===== src/rtl/control_pipelined.sv =====
// control_pipelined: registered, valid/ready instruction decoder producing
// datapath controls for LW, SW and R-type ops, with MUL sequenced as a
// multi-cycle start/done operation guarded by a timeout.
module control_pipelined #(
  parameter int unsigned REG_ADDR_W  = 5,
  parameter int unsigned MUL_TIMEOUT = 16,
  parameter logic [5:0]  OP_MAT      = 6'd7,
  parameter logic [5:0]  OP_LW       = 6'd8,
  parameter logic [5:0]  OP_SW       = 6'd9,
  parameter logic [5:0]  F_ADD       = 6'd32,
  parameter logic [5:0]  F_SUB       = 6'd34,
  parameter logic [5:0]  F_AND       = 6'd36,
  parameter logic [5:0]  F_OR        = 6'd37,
  parameter logic [5:0]  F_MUL       = 6'd50
) (
  input  logic                      clk,
  input  logic                      rst,
  input  logic [31:0]               instrIn,
  input  logic                      instrValid,
  output logic                      instrReady,
  input  logic                      stallIn,
  input  logic                      mulDone,
  output logic                      ctrlValid,
  output logic                      selectMux01,
  output logic                      selectMux02,
  output logic                      selectMux03,
  output logic [1:0]                selectALU,
  output logic                      weRAM,
  output logic                      weRegFile,
  output logic                      startMultiplicador,
  output logic [REG_ADDR_W-1:0]     addressRS,
  output logic [REG_ADDR_W-1:0]     addressRT,
  output logic [REG_ADDR_W-1:0]     addressRD,
  output logic                      illegalOp,
  output logic                      mulTimeout,
  output logic [10+3*REG_ADDR_W:0]  controlOut
);

  localparam int unsigned CNT_W = (MUL_TIMEOUT > 1) ? $clog2(MUL_TIMEOUT) : 1;
  localparam logic [CNT_W-1:0] CNT_LAST = CNT_W'(MUL_TIMEOUT - 1);

  typedef enum logic {S_IDLE, S_MUL_WAIT} state_t;

  // Field order matches the low part of controlOut (MSB first).
  typedef struct packed {
    logic [REG_ADDR_W-1:0] rd;
    logic [REG_ADDR_W-1:0] rt;
    logic [REG_ADDR_W-1:0] rs;
    logic                  we_rf;
    logic                  mux03;
    logic                  we_ram;
    logic                  mux02;
    logic [1:0]            alu;
    logic                  mux01;
  } fields_t;

  // Idle word: read RAM, mux02 selected, no register write.
  localparam fields_t RST_F = '{rd: '0, rt: '0, rs: '0, we_rf: 1'b0, mux03: 1'b0,
                                we_ram: 1'b1, mux02: 1'b1, alu: 2'b00, mux01: 1'b0};

  state_t           r_state, w_state_nxt;
  logic [CNT_W-1:0] r_cnt, w_cnt_nxt;
  fields_t          r_f, w_f_nxt, w_dec_f;
  logic             r_valid, w_valid_nxt;
  logic             r_illegal, w_illegal_nxt;
  logic             r_start, w_start_nxt;
  logic             r_tmo, w_tmo_nxt;
  logic             w_dec_illegal, w_dec_mul, w_accept;
  logic [5:0]       w_op, w_fn;
  logic [4:0]       w_rs5, w_rt5, w_rd5;
  logic             w_unused;

  assign w_op     = instrIn[31:26];
  assign w_rs5    = instrIn[25:21];
  assign w_rt5    = instrIn[20:16];
  assign w_rd5    = instrIn[15:11];
  assign w_fn     = instrIn[5:0];
  assign w_unused = &{1'b0, instrIn[10:6]};

  assign instrReady = (r_state == S_IDLE) && !stallIn;
  assign w_accept   = instrValid && instrReady;

  // Decode the incoming instruction into a candidate control word.
  always_comb begin
    w_dec_f       = RST_F;
    w_dec_illegal = 1'b0;
    w_dec_mul     = 1'b0;
    case (w_op)
      OP_LW, OP_SW: begin
        w_dec_f.mux01  = 1'b1;
        w_dec_f.mux03  = 1'b1;
        w_dec_f.we_ram = (w_op == OP_LW);
        w_dec_f.we_rf  = (w_op == OP_LW);
        w_dec_f.rs     = w_rs5[REG_ADDR_W-1:0];
        w_dec_f.rt     = w_rt5[REG_ADDR_W-1:0];
        w_dec_f.rd     = w_rt5[REG_ADDR_W-1:0];
      end
      OP_MAT: begin
        w_dec_f.we_rf = 1'b1;
        w_dec_f.rs    = w_rs5[REG_ADDR_W-1:0];
        w_dec_f.rt    = w_rt5[REG_ADDR_W-1:0];
        w_dec_f.rd    = w_rd5[REG_ADDR_W-1:0];
        case (w_fn)
          F_ADD:   w_dec_f.alu = 2'd0;
          F_SUB:   w_dec_f.alu = 2'd1;
          F_AND:   w_dec_f.alu = 2'd2;
          F_OR:    w_dec_f.alu = 2'd3;
          F_MUL: begin
            w_dec_mul     = 1'b1;
            w_dec_f.we_rf = 1'b0;
          end
          default: w_dec_illegal = 1'b1;
        endcase
      end
      default: w_dec_illegal = 1'b1;
    endcase
    if (w_dec_illegal) begin
      w_dec_f = RST_F;
    end
  end

  // Next-state and next-output logic for the IDLE / MUL_WAIT sequencer.
  always_comb begin
    w_state_nxt   = r_state;
    w_cnt_nxt     = r_cnt;
    w_f_nxt       = r_f;
    w_valid_nxt   = r_valid;
    w_illegal_nxt = r_illegal;
    w_start_nxt   = r_start;
    w_tmo_nxt     = r_tmo;
    case (r_state)
      S_IDLE: begin
        if (w_accept) begin
          w_f_nxt       = w_dec_f;
          w_illegal_nxt = w_dec_illegal;
          w_valid_nxt   = !w_dec_mul;
          w_start_nxt   = w_dec_mul;
          w_tmo_nxt     = 1'b0;
          if (w_dec_mul) begin
            w_state_nxt = S_MUL_WAIT;
            w_cnt_nxt   = '0;
          end
        end else if (!stallIn) begin
          w_valid_nxt   = 1'b0;
          w_illegal_nxt = 1'b0;
          w_start_nxt   = 1'b0;
          w_tmo_nxt     = 1'b0;
        end
      end
      S_MUL_WAIT: begin
        w_valid_nxt   = 1'b0;
        w_illegal_nxt = 1'b0;
        w_start_nxt   = 1'b0;
        w_tmo_nxt     = 1'b0;
        // Done wins over timeout, including on the final counted cycle.
        if (mulDone) begin
          w_valid_nxt    = 1'b1;
          w_f_nxt.mux01  = 1'b0;
          w_f_nxt.mux02  = 1'b0;
          w_f_nxt.mux03  = 1'b0;
          w_f_nxt.alu    = 2'd0;
          w_f_nxt.we_ram = 1'b1;
          w_f_nxt.we_rf  = 1'b1;
          w_state_nxt    = S_IDLE;
          w_cnt_nxt      = '0;
        end else if (r_cnt == CNT_LAST) begin
          w_tmo_nxt     = 1'b1;
          w_f_nxt.we_rf = 1'b0;
          w_state_nxt   = S_IDLE;
          w_cnt_nxt     = '0;
        end else begin
          w_cnt_nxt = r_cnt + 1'b1;
        end
      end
      default: w_state_nxt = S_IDLE;
    endcase
  end

  // State, counter and registered control outputs.
  always_ff @(posedge clk) begin
    if (rst) begin
      r_state   <= S_IDLE;
      r_cnt     <= '0;
      r_f       <= RST_F;
      r_valid   <= 1'b0;
      r_illegal <= 1'b0;
      r_start   <= 1'b0;
      r_tmo     <= 1'b0;
    end else begin
      r_state   <= w_state_nxt;
      r_cnt     <= w_cnt_nxt;
      r_f       <= w_f_nxt;
      r_valid   <= w_valid_nxt;
      r_illegal <= w_illegal_nxt;
      r_start   <= w_start_nxt;
      r_tmo     <= w_tmo_nxt;
    end
  end

  assign ctrlValid          = r_valid;
  assign illegalOp          = r_illegal;
  assign mulTimeout         = r_tmo;
  assign startMultiplicador = r_start;
  assign selectMux01        = r_f.mux01;
  assign selectMux02        = r_f.mux02;
  assign selectMux03        = r_f.mux03;
  assign selectALU          = r_f.alu;
  assign weRAM              = r_f.we_ram;
  assign weRegFile          = r_f.we_rf;
  assign addressRS          = r_f.rs;
  assign addressRT          = r_f.rt;
  assign addressRD          = r_f.rd;
  assign controlOut         = {3'b000, r_start, r_f};

endmodule

===== config.mk =====
export PLATFORM = sky130hd
export DESIGN_NAME = control_pipelined
export DESIGN_NICKNAME = d
export VERILOG_FILES = /design/src/rtl/control_pipelined.sv
export SDC_FILE = /design/constraint.sdc
export NUM_CORES = 1
export LEC_CHECK = 0
export BUFFER_PORTS_ARGS = -buffer_cell sky130_fd_sc_hd__buf_2
export CORE_MARGIN = 2
export CORE_UTILIZATION = 46
export DETAILED_ROUTE_END_ITERATION = 10
export PLACE_DENSITY = 0.95
export RECOVER_POWER = 50
export SYNTH_ARGS = -nofsm -noshare
export SYNTH_HDL_FRONTEND = slang
export SYNTH_SLANG_ARGS = --single-unit
export TNS_END_PERCENT = 1

===== constraint.sdc =====
create_clock -name clk -period 4.7 [get_ports clk]
set_clock_uncertainty 0.15 [all_clocks]
set_input_delay 0.94 -clock clk [delete_from_list [all_inputs] [get_ports clk]]
set_output_delay 0.94 -clock clk [all_outputs]
set_load 0.005 [all_outputs]

== Yosys cells after proc, flatten, opt, wreduce, memory -nomap -nowiden ==
Index checks and enable logic that the tools add are counted.

* Register bits after elaboration: 31
* Word-level logic and storage cells: 79

* Bitwise gates (word level): 1
* $add $sub $neg: 1
* Equal/unequal tests: 14
* Multiplexer cells: 38
* Reduce and logical (&&, ||, !) cells: 10

{| class="wikitable"
|+ Operator list
! operator !! number
|-
| 16-bit one-hot mux with 2 select lines || 1
|-
| 6-bit == test (second input constant) || 5
|-
| 22-bit 2-to-1 mux || 1
|-
| 1-bit 2-to-1 mux || 19
|-
| 4-bit 2-to-1 mux || 4
|-
| 7-bit one-hot mux with 2 select lines || 1
|-
| 6-bit by 4-bit == test with 1-bit output (second input constant) || 2
|-
| 1-bit one-hot mux with 2 select lines || 6
|-
| 4-bit one-hot mux with 2 select lines || 1
|-
| 2-bit AND reduction || 4
|-
| 7-bit 2-to-1 mux || 1
|-
| 6-bit by 3-bit == test with 1-bit output (second input constant) || 1
|-
| 6-bit 2-to-1 mux || 1
|-
| 2-bit != test (second input constant) || 3
|-
| 2-bit one-hot mux with 3 select lines || 1
|-
| 5-bit OR reduction || 1
|-
| 4-bit by 1-bit adder with 4-bit output (second input constant) || 1
|-
| 4-bit == test (second input constant) || 1
|-
| 2-bit 2-to-1 mux || 2
|-
| 3-bit by 2-bit != test with 1-bit output (second input constant) || 1
|-
| 3-bit != test (second input constant) || 1
|-
| 1-bit logical AND || 2
|-
| 1-bit zero test || 2
|-
| 2-bit OR reduction || 1
|-
| 1-bit inverter || 1
|}

== Logic depth before layout (Yosys ltp) ==
* Word-level depth: 7
* Mapped depth: 6

== Worst setup path before layout ==
Ideal clock, no wire load.

* Path kind: input to register
* From: input port instrIn[29]
* To: register r_f (netlist bit addressRD[4])
* Path slack: 2.301 ns
* Stages on the path: 6
* Required time: 4.493 ns
* Arrival time: 2.192 ns
* Library setup time: 0.057 ns
* Path through: and4b_1 > clkbuf_1 > o2111ai_2 > a211oi_4 > buf_6 > a22o_2

* Longest elaborated chain between the ends: 4
* Elaborated cells on any way between the ends: 7

{| class="wikitable"
|+ Ends and longest elaborated chain
! what !! RTL line !! source
|-
| from (decl) || 18 || <nowiki>input logic [31:0] instrIn,</nowiki>
|-
| 6-bit by 4-bit == test with 1-bit output || 88 || <nowiki>case (w_op)</nowiki>
|-
| 2-bit OR reduction || 88 ||
|-
| 16-bit one-hot mux with 2 select lines or 1-bit one-hot mux with 2 select lines (tied branches) || 88 ||
|-
| 22-bit 2-to-1 mux * || 117 || <nowiki>if (w_dec_illegal) begin</nowiki>
|-
| to (signal assigned) || 192 || <nowiki>r_f <= w_f_nxt;</nowiki>
|-
| to (decl) || 63 || <nowiki>fields_t r_f, w_f_nxt, w_dec_f;</nowiki>
|}

Every way passes the cells marked *; elsewhere a longest branch is shown, timed or not.
A chain may end at the register's enable or synchronous reset.

== Final worst setup path ==
* From: input port stallIn
* To: register r_f (netlist bit addressRD[1])

* Longest elaborated chain between the ends: 4

{| class="wikitable"
|+ Ends and longest elaborated chain
! what !! RTL line !! source
|-
| from (decl) || 21 || <nowiki>input logic stallIn,</nowiki>
|-
| 1-bit zero test || n/a ||
|-
| 1-bit logical AND || 80 || <nowiki>assign instrReady = (r_state == S_IDLE) && !stallIn;</nowiki>
|-
| 1-bit logical AND || 81 || <nowiki>assign w_accept = instrValid && instrReady;</nowiki>
|-
| 2-bit AND reduction (no line) || n/a ||
|}

No other way between the ends.

==> flow_metrics.py <==
metrics = {
    "logic_synthesis": {
        "synth_ff_type": "dfxtp_1",
        "synth_xor_xnor_area_share": 0.00578,
        "synth-edff-count": 0,
        "ys.warnings.count": 0,
        "syn_inst": 159,
        "synth-simple-area-share": 0.196,
        "muxShareOfSynthArea": 0.00660,
        "synth_area_mm2": 0.00152,
        "synth_fa_ha_area_frac": 0.00825,
        "syn_avg_cell_area_um2": 9.54,
        "ys_types": 42,
        "synth_seq_area_share": 0.396,
        "ys_seq_elements": 30,
        "synth_top_family_by_area": "compound AO/OA/AOI/OAI gates",
        "synth-async-reset-ratio": 0,
        "synth-compound-area-share": 0.223,
    },
    "clock_network": {
        "cts_resized": 0,
        "postCtsHoldBufs": 0,
        "ctsRootBufferMaster": "clkbuf_4",
        "clk_pin_slew_ps": 100,
        "post_cts_buffers": 0,
        "clk_latency_ps": 320,
        "htree_num_levels": 2,
        "clock_sinks": 30,
        "cts_max_path_buffers": 2,
        "numCtsBuffers": 5,
        "cts_tree": "built",
    },
    "floorplanning": {
        "core_mm2": 0.00310,
        "dieArea_mm2": 0.00377,
        "chipWidth_um": 61.4,
        "pin_count": 90,
        "rows": 20,
        "die_h_um": 61.4,
        "start_util": 0.489,
    },
    "timing": {
        "hold_ws_ps": 320,
        "tightest_slew_ps": 1000,
        "final_hold_viol_count": 0,
        "drv_slew": 0,
        "post-route-min-period_ps": 2580,
        "tns_ps": 0,
        "fmax_mhz": 388,
        "setup_violations": 0,
        "post-route-period-util": 0.548,
        "timing.slew.headroom": 0.328,
        "setup_ws_ps": 2120,
        "rsz0062_at_grt": "no",
    },
    "detailed_routing": {
        "ant_nets": 0,
        "vias": 1350,
        "wl_per_cell_um": 13.7,
        "dr.pass1.iters": 4,
        "viasPerCell": 5.21,
        "drc": 0,
        "routed_wl_um": 3550,
        "drt_iter0_drc": 43,
    },
    "pwr": {
        "ir_worst_vdd_mv": 0.172,
        "power_uw": 462,
        "power_density_mw_per_mm2": 262,
        "power.internal_uw": 345,
        "pwr-share-seq": 0.557,
        "power_frac_comb": 0.088,
        "swShare": 0.253,
        "leakagePower_uw": 0.000750,
        "power.switching_uw": 117,
        "clockPowerShare": 0.355,
    },
    "placed_design": {
        "placed_cell_area_mm2": 0.00174,
        "hpwl_um": 2730,
        "io_buffers": 81,
        "dp_slack_ps": 1820,
        "gp_congestion": 0.787,
    },
    "critical_path": {
        "crit_type": "input port to register",
        "end_kind": "register",
        "start_kind": "input port",
        "r2r_setup_slack_ps": 2410,
        "crit_arrival_ps": 2640,
        "rr_startpoint": "r_state",
        "r2r-end": "addressRD[1]",
        "cp-endpoint": "addressRD[1]",
        "critPathLaunch": "stallIn",
        "crit_required_ps": 4770,
        "path_max_fanout": 16,
        "reg2regPathDepth": 3,
    },
    "grt": {
        "grt_pass1_vias": 1159,
        "grt_first_pass_wirelength_um": 5290,
        "grt_util_all_layers": 0.192,
        "grt_max_degree": 18,
        "grt-ovfl-total": 0,
        "antenna_found_initial": 0,
    },
    "cells_and_area": {
        "layout.nets": 252,
        "n_fill_cell": 316,
        "layout_commonest_cell": "buf_2",
        "n_antenna_cell": 0,
        "area_delta_synth_final_pct": 16.3,
        "drive_gt1_frac": 0.349,
        "mostFrequentLayoutCells": "buf_2, clkbuf_1, dfxtp_1, a22o_2, nand3_1",
        "final_cell_area_mm2": 0.00176,
    },
    "min_path": {
        "min_path_cells": 2,
        "min_path_type": "register to register",
    },
    "job": {
        "max-cap-violations": 0,
    },
    "outcome": {
        "status": "finished clean",
    },
}
-- layout make-up --
class,instances,area (um2),area share
Inverter,1,3.75,0.00213
Multi-Input combinational cell,95,677,0.384
Sequential cell,30,601,0.340
Tap cell,44,55.1,0.0312
Clock buffer,6,51.3,0.0291
Timing Repair Buffer,81,364,0.206
Clock inverter,2,12.5,0.00709
-- power by group through the flow --
stage / combinational [uW] / sequential (uW) / clock, uW
2_1_floorplan: 21.6 / 263 / 0
3_3_place_gp: 39.9 / 263 / 0
3_5_place_dp: 41.1 / 263 / 0
4_1_cts: 41.4 / 257 / 168
5_1_grt: 44.9 / 257 / 178
6_report: 40.6 / 257 / 164
-- critical path, cell delays in order --
cell     delay [ps]
buf_2           130
nor3b_1         730
nor2_1          460
a22o_2          380
-- flip-flops by register name (all words and copies together) (netlist names) --
name / count
addressRD: 5
addressRS: 5
addressRT: 5
r_cnt: 4
selectALU: 2
ctrlValid: 1
illegalOp: 1
mulTimeout: 1
r_state: 1
selectMux01: 1
selectMux02: 1
startMultiplicador: 1
weRAM: 1
weRegFile: 1
-- synthesized netlist by cell type, types with 2 or more instances --
master / instances / share of area
nor2_1: 8 / 0.020
o31ai_1: 2 / 0.0099
a22o_2: 15 / 0.099
nand3_1: 10 / 0.033
buf_4: 27 / 0.13
nand3b_1: 3 / 0.015
nand4_1: 2 / 0.0082
nor2b_1: 5 / 0.021
nor3b_1: 3 / 0.015
a22o_1: 5 / 0.029
a21oi_1: 9 / 0.030
nand2_1: 8 / 0.020
dfxtp_1: 30 / 0.40
clkbuf_1: 4 / 0.0099
-- worst min-delay path by stage --
stage | to | from | slack (ps)
6_report | selectMux02 | selectMux02 | 320
5_1_grt | startMultiplicador | startMultiplicador | 340
4_1_cts | selectMux02 | selectMux02 | 320
3_5_place_dp | selectMux02 | selectMux02 | 310
3_3_place_gp | selectMux02 | selectMux02 | 290
2_1_floorplan | selectMux02 | selectMux02 | 300
-- metrics by stage --
stage | cells | utilization
4_1_cts | 259 | 0.582
5_1_grt | 259 | 0.569
6_report | 259 | 0.569
2_1_floorplan | 161 | -
3_3_place_gp | 251 | 0.561
3_5_place_dp | 251 | 0.561
-- kinds of logic after synthesis --
logic type | Yosys count
AO/OA/AOI/OAI | 39
XOR/XNOR | 1
adder cells (fa/ha/maj) | 1
buffers and inverters | 36
flip-flops | 30
multiplexers | 1
other | 1
AND/OR/NAND/NOR | 50
-- layer usage --
layer / routed length [um] / vias to the layer above / track usage
met1: 1570 / 632 / 0.250
li1: - / 664 / -
met5: 0 / - / 0
met4: 27 / 0 / 0.0638
met2: 1730 / 52 / 0.307
met3: 218 / 2 / 0.0546
Power figures use the tool's default switching activity.
